<file path="src/rtl/plusmaze_pkg.sv">
// Shared types and constants for the plus-maze sensor blocks.
package plusmaze_pkg;

  typedef enum logic [0:0] {
    IDLE = 1'b0,
    HIGH = 1'b1
  } beam_state_e;

  localparam int EVT_CNT_W = 16;

endpackage

</file>
<file path="src/rtl/edge_detect.sv">
// Registers a synchronous level and flags rising/falling edges in the detection cycle.
module edge_detect (
  input  logic clk,
  input  logic rst_n,
  input  logic d,
  output logic rise,
  output logic fall
);

  logic prev;

  // prev clears on reset so a level already high at release reads as a rise
  always_ff @(posedge clk or negedge rst_n) begin
    if (!rst_n) prev <= 1'b0;
    else        prev <= d;
  end

  assign rise = d & ~prev;
  assign fall = ~d & prev;

endmodule

</file>
<file path="src/rtl/beam_event.sv">
// Beam-break event qualifier: measures high time, latches qualified events, flags drops.
module beam_event
  import plusmaze_pkg::*;
#(
  parameter int MIN_DURATION = 1000,
  parameter int DUR_WIDTH    = 24
) (
  input  logic                 clk,
  input  logic                 rst_n,
  input  logic                 clean,
  input  logic                 ack,
  input  logic                 clr_overflow,
  output logic                 rise_pulse,
  output logic                 fall_pulse,
  output logic                 event_valid,
  output logic [DUR_WIDTH-1:0] event_duration,
  output logic [EVT_CNT_W-1:0] event_count,
  output logic                 overflow
);

  localparam logic [DUR_WIDTH-1:0] DUR_MAX = '1;

  beam_state_e          state;
  logic [DUR_WIDTH-1:0] counter;
  logic                 rise, fall;
  logic                 qual_fall, accept, drop;

  edge_detect u_edge (
    .clk  (clk),
    .rst_n(rst_n),
    .d    (clean),
    .rise (rise),
    .fall (fall)
  );

  assign qual_fall = (state == HIGH) && fall && (32'(counter) >= MIN_DURATION);
  // an ack in the same cycle frees the slot, so the new event is taken rather than dropped
  assign accept    = qual_fall && (!event_valid || ack);
  assign drop      = qual_fall && event_valid && !ack;

  always_ff @(posedge clk or negedge rst_n) begin
    if (!rst_n) begin
      state   <= IDLE;
      counter <= '0;
    end else begin
      case (state)
        IDLE: if (rise) begin
          state   <= HIGH;
          counter <= DUR_WIDTH'(1);
        end
        HIGH: begin
          if (fall)                             state   <= IDLE;
          else if (clean && counter != DUR_MAX) counter <= counter + 1'b1;
        end
        default: state <= IDLE;
      endcase
    end
  end

  always_ff @(posedge clk or negedge rst_n) begin
    if (!rst_n) begin
      rise_pulse <= 1'b0;
      fall_pulse <= 1'b0;
    end else begin
      rise_pulse <= rise;
      fall_pulse <= fall;
    end
  end

  always_ff @(posedge clk or negedge rst_n) begin
    if (!rst_n) begin
      event_valid    <= 1'b0;
      event_duration <= '0;
      event_count    <= '0;
      overflow       <= 1'b0;
    end else begin
      if (accept) begin
        event_valid    <= 1'b1;
        event_duration <= counter;
        event_count    <= event_count + 1'b1;
      end else if (ack) begin
        event_valid <= 1'b0;
      end
      // a drop wins over a same-cycle clear
      if (drop)              overflow <= 1'b1;
      else if (clr_overflow) overflow <= 1'b0;
    end
  end

endmodule

</file>
<file path="config.mk">
export PLATFORM = sky130hd
export DESIGN_NAME = beam_event
export DESIGN_NICKNAME = d
export VERILOG_FILES = /design/src/rtl/plusmaze_pkg.sv /design/src/rtl/edge_detect.sv /design/src/rtl/beam_event.sv
export SDC_FILE = /design/constraint.sdc
export NUM_CORES = 1
export LEC_CHECK = 0
export CORE_AREA = 2 2 84 86
export CTS_BUF_LIST = sky130_fd_sc_hd__clkbuf_4 sky130_fd_sc_hd__clkbuf_8
export CTS_CLUSTER_DIAMETER = 150
export DETAILED_ROUTE_END_ITERATION = 8
export DIE_AREA = 0 0 86 88
export GPL_TIMING_DRIVEN = 0
export PLACE_DENSITY = 0.76
export SLEW_MARGIN = 20
export SYNTH_ARGS = -nofsm -noshare
export SYNTH_HDL_FRONTEND = slang
export SYNTH_SLANG_ARGS = --single-unit
export TNS_END_PERCENT = 30
</file>
<file path="constraint.sdc">
create_clock -name clk -period 2.1 [get_ports clk]
set_clock_uncertainty 0.15 [all_clocks]
set_input_delay 0.42 -clock clk [delete_from_list [all_inputs] [get_ports clk]]
set_output_delay 0.42 -clock clk [all_outputs]
set_load 0.1 [all_outputs]
</file>
=== After elaboration in Yosys (flattened, before gate mapping) ===
Cells that the tools add are included.

* Flip-flop bits (word level): 70
* Logic and storage cells: 44
* Output and inout port bits: 44

* Add/subtract/negate cells: 2
* Order comparisons: 1
* Bitwise logic cells: 5
* Equality and inequality tests: 4
* Reductions and logical operators: 12
* Muxes and demuxes: 11

{| class="wikitable"
|+ Operators by type and width
! operator !! number
|-
| 24-bit two-way mux || 3
|-
| 24-bit one-hot mux with 2 select lines || 1
|-
| 24-bit by 1-bit adder with 24-bit output (second input constant) || 1
|-
| 24-bit by 10-bit >= comparator with 1-bit output (second input constant) || 1
|-
| 24-bit inequality test (second input constant) || 1
|-
| 16-bit by 1-bit adder with 16-bit output (second input constant) || 1
|-
| 1-bit logical AND || 6
|-
| 1-bit two-way mux || 6
|-
| 2-bit inequality test (second input constant) || 2
|-
| 2-bit nonzero test || 2
|-
| 1-bit NOT || 3
|-
| 3-bit AND reduction || 1
|-
| 1-bit AND || 2
|-
| 1-bit zero test || 2
|-
| 2-bit by 1-bit inequality test with 1-bit output (second input constant) || 1
|-
| 1-bit one-hot mux with 2 select lines || 1
|-
| 1-bit logical OR || 1
|}

=== Depth between registers and ports, before layout ===
Gate-level depths: netlist of the first run.

* Depth after elaboration: 7
* Depth in mapped cells: 8
* Depth with buffers taken out: 6

=== Cells and area by module ===
A second synthesis of the first run with hierarchy kept.

* Cells, all modules: 282
* Area, all modules: 3216.8 um2

{| class="wikitable"
|+ By module, submodules not included
! module !! area each (um2) !! times used !! cells an instance !! sequential area each (um2)
|-
| beam_event || 3176.8 || 1 || 279 || 1726.7
|-
| edge_detect || 40.0 || 1 || 3 || 25.0
|}

=== Worst setup path after synthesis of the first run ===
Ideal clock, no wire load.

* Path type: reg-to-reg
* From: reg event_count[2]
* To: reg event_count[15]
* Slack: -0.259 ns
* Data arrival time: 2.048 ns
* Period minus slack after synthesis: 2.359 ns
* Buffers on the path: 0
* Data required time: 1.789 ns
* Library setup time: 0.161 ns
* Stages on the path, launching flop included: 6
* Cell sequence: dfrtp_1 nand4_1 nor4_1 nand3_1 nor3_1 xor2_1

* Longest elaborated chain between the ends: 1

{| class="wikitable"
|+ Ends and longest elaborated chain
! what !! line !! RTL
|-
| start: declaration || beam_event.sv:17 || <nowiki>output logic [EVT_CNT_W-1:0] event_count,</nowiki>
|-
| start signal: assignment || beam_event.sv:80 || <nowiki>event_count <= event_count + 1'b1;</nowiki>
|-
| 16-bit by 1-bit adder with 16-bit output || beam_event.sv:80 ||
|}

No other way between the ends.
A chain may end at the register's enable or synchronous reset.

=== Worst setup path after layout of the first run ===
* From: reg counter[19]
* To: reg event_duration[3]

* Longest elaborated chain between the ends: 3

{| class="wikitable"
|+ Ends and longest elaborated chain
! what !! line !! RTL
|-
| start: declaration || beam_event.sv:24 || <nowiki>logic [DUR_WIDTH-1:0] counter;</nowiki>
|-
| start signal: assignment || beam_event.sv:53 || <nowiki>else if (clean && counter != DUR_MAX) counter <= counter + 1'b1;</nowiki>
|-
| 24-bit by 10-bit >= comparator with 1-bit output || beam_event.sv:36 || <nowiki>assign qual_fall = (state == HIGH) && fall && (32'(counter) >= MIN_DURATION);</nowiki>
|-
| 1-bit logical AND || beam_event.sv:36 ||
|-
| 1-bit logical AND || beam_event.sv:38 || <nowiki>assign accept = qual_fall && (!event_valid || ack);</nowiki>
|-
| end signal: assignment || beam_event.sv:79 || <nowiki>event_duration <= counter;</nowiki>
|-
| end: declaration || beam_event.sv:16 || <nowiki>output logic [DUR_WIDTH-1:0] event_duration,</nowiki>
|}

No other way between the ends.

==> flow_summary_export.csv, run 1 <==
group,metric,value,unit
timing,timing.fmax,425.6,MHz
pwr,ir_worst_vdd,0.3721,mV
timing,fin_setup_tns,-6.522,ns
timing,setup_slack,-0.2497,ns
grt,grt_max_degree,43,
clock_tree,cts_tree,"done",
grt,overflow,0,
grt,grt_usage,20.10,%
die,ioPinCount,49,
worst_setup_path,slowest_delay,0.47,ns
clock_tree,clock_path_buffers,2,
finish,drive_above_1_share,41.37,%
finish,final_util,66.87,%
synth,ys_types,38,
routing,via_per_inst,5.641,
synth,yosysSeqAreaShare,54.31,%
pwr,power.density,591.1,nW/µm²
placed_design,port_buffers,48,
outcome,status,"finished, violations left",
pwr,power,0.002626,W
grt,grt_pass1_wl,11700,µm
worst_setup_path,r2r_cells,6,
worst_setup_path,crit_type,"reg2reg",
worst_setup_path,critPathSlowestCell,"dfrtp_2",
clock_tree,cts_made_buffers,9,
placed_design,placed_area,3835,µm²
flow_run,maxCapViolCount,0,
synth,synth-seq-cells,70,
synth,syn_area,3226,µm²
die,die_area,7568,µm²
grt,grt_pass1_vias,2465,
die,start_util,48.55,%
worst_setup_path,cp_max_fo,7,
hold_path,min_path_cells,1,
finish,antenna_cells,0,
timing,finalCriticalPeriod,2.350,ns
worst_setup_path,critPathLaunchType,"flip-flop",
routing,wl_per_cell,16.83,µm
finish,nNetsFinal,397,
clock_tree,clkLatencyLatePin,0.36,ns
worst_setup_path,crit_family,"simple AND/OR/NAND/NOR gates",
worst_setup_path,crit_buf_inv,2,
synth,synth.avg_cell_area,10.72,µm²
worst_setup_path,cp-end-kind,"flip-flop",
outcome,violations,"negative setup slack",
synth,synth_area_leader_cell,"dfrtp_1",
placed_design,pre_cts_slack,-0.3292,ns
placed_design,gp_congestion,0.8514,
clock_tree,h-tree-depth,3,
synth,syn_nets,309,
routing,drtPass1Iterations,4,
worst_setup_path,crit_cells,6,
worst_setup_path,crit_arrival,2.43,ns
finish,syn_to_final_growth,37.74,%
die,die_y,88,µm
worst_setup_path,cp_cell_sequence,"nor4_2, nand4_1, buf_4, o2111ai_4, clkbuf_16, mux2_4",
timing,hold_viol,0,
placed_design,dpl.hpwl,4852,µm
timing,tightestPinTransition,0.5619,ns
timing,slew_viol_final,0,
hold_path,hp-class,"reg2reg",
synth,synthTopCellsByArea,"dfrtp_1 (54%), mux2_2 (7.0%), xor2_1 (4.1%)",
synth,synth_top_area_share,54.31,%
clock_tree,cts_root_buf,"clkbuf_8",
grt,antenna_found_initial,0,
synth,synth_warnings,0,
routing,wl,7979,µm
timing,setup_violations,56,
die,rows,30,
clock_tree,clock-sinks,70,
die,core,6644,µm²
pwr,power.leakage,2.069,nW
timing,post-route-period-util,111.9,%
synth,syn-instance-count,301,
finish,stdcell_area,4443,µm²
timing,rsz0062_at_grt,"true",
worst_setup_path,critical_path_required,2.18,ns
timing,relSlewSlack,62.20,%
routing,drt_iter0_markers,134,
clock_tree,clk_pin_slew_worst_paths,0.08,ns
routing,vias,2674,
die,die_w,86,µm
routing,final_antenna_net_count,0,
routing,route.detailed.drc,0,
==> cells in the mapped netlist, drive strengths merged <==
cell and number:
dfrtp 70, nand2 28, mux2 21, a21oi 18
o21ai 18, or3 17, nand3 16, nor2 16
xor2 15, nor3 11, buf 9, and3 7
inv 7, nand4 5, nor4 5, o31ai 5
or4 5, xnor2 4, clkbuf 3, ha 3
o2111ai 3, o211ai 3, nand2b 2, or2 2
and2 1, and4 1, nand3b 1, nor2b 1
nor3b 1, nor4b 1, o22ai 1, o311ai 1
==> timing repair <==
item,CTS,global route
resized for setup,123,81
endpoints found under the hold margin,28,0
hold buffers,1,0
gates cloned,0,3
endpoints found under the setup margin,93,79
pin swaps,3,17
setup buffers,2,24
==> path summary, 6_finish.rpt <==
path                                  from                  to  slack [ns]
min                        event_count[15]     event_count[15]        0.32
max in group asynchronous            rst_n         counter[18]        0.85
min reg2reg                event_count[15]     event_count[15]        0.32
max                            counter[19]   event_duration[3]       -0.25
max reg2reg                    counter[19]   event_duration[3]       -0.25
min in group asynchronous            rst_n  event_duration[21]        0.39
==> power breakdown <==
group / total [W] / internal [W] / leakage (nW) / switching [W]
Sequential: 0.00142 / 0.00138 / 0.932 / 0.0000407
Combinational: 0.000240 / 0.0000911 / 1.04 / 0.000149
Clock: 0.000970 / 0.000465 / 0.0944 / 0.000506
Total: 0.00263 / 0.00193 / 2.07 / 0.000695
==> placed cells by master (no fill, tap or decap), types with 4 or more instances in the layout <==
master | netlist | routed
xnor2_1 | 4 | 4
dfrtp_1 | 70 | 52
a21oi_1 | 18 | 15
nor2_1 | 16 | 15
dfrtp_2 | 0 | 18
nand3_1 | 16 | 14
o21ai_0 | 18 | 16
inv_1 | 7 | 7
buf_4 | 0 | 25
or4_1 | 5 | 5
o31ai_1 | 4 | 4
clkdlybuf4s15_2 | 0 | 25
clkbuf_2 | 0 | 19
mux2_2 | 20 | 6
and3_1 | 7 | 6
clkbuf_8 | 0 | 9
buf_6 | 2 | 7
nor3_1 | 11 | 9
nand4_1 | 4 | 4
xor2_1 | 15 | 15
nand2_1 | 28 | 27
or3_1 | 16 | 14
mux2_4 | 0 | 15
==> state kept, by name (all words and copies together) (netlist names) <==
register and cells:
event_count 16, event_duration 24, rise_pulse 1, fall_pulse 1, counter 24, state 1, overflow 1, u_edge.prev 1
event_valid 1
==> logic make-up after synthesis <==
family                   count (synthesis)  synth area share (%)
multiplexers                            21                 7.331
flip-flops                              70                 54.31
XOR/XNOR                                19                 5.159
AND/OR/NAND/NOR                        120                 19.94
buffers and inverters                   19                 2.948
AO/OA/AOI/OAI                           49                 9.155
adder cells (fa/ha/maj)                  3                 1.164
==> area by class of cell <==
cell class / instances / area [µm²]
fillers: 486 / 2201
inverters: 7 / 26.28
multi-input cells: 212 / 1592
flip-flops and latches: 70 / 1774
clock buffers: 12 / 146.4
repair buffers: 79 / 691.9
well taps: 80 / 100.1
plain buffers: 10 / 88.84
clock inverters: 4 / 23.77
==> stage by stage <==
| stage | std cells | hold slack, ns |
|---|---|---|
| after global placement | 429 | 0.3071 |
| after floorplan | 301 | -0.02559 |
| after detailed placement | 430 | 0.2169 |
| after global routing | 474 | 0.3437 |
| after CTS | 449 | 0.3288 |
| final | 474 | 0.3199 |
==> per-layer routing <==
layer | up-vias | routed length [µm] | track usage (%)
li1 | 1258 | - | -
met1 | 1311 | 3428 | 26.32
met2 | 87 | 3941 | 32.28
met3 | 18 | 446 | 5.090
met4 | 0 | 162 | 7.937
met5 | - | 0 | 0
No activity file was read; power rests on OpenSTA's default activity.
==> run 2, diff against run 1 <==
--- a/config.mk
+++ b/config.mk
@@ -10,6 +10,7 @@
 export CTS_CLUSTER_DIAMETER = 150
 export DETAILED_ROUTE_END_ITERATION = 8
 export DIE_AREA = 0 0 86 88
+export GPL_ROUTABILITY_DRIVEN = 0
 export GPL_TIMING_DRIVEN = 0
 export PLACE_DENSITY = 0.76
 export SLEW_MARGIN = 20
==> results of run 2 <==
Final layout, timing and power as in run 1 (identical DEF).
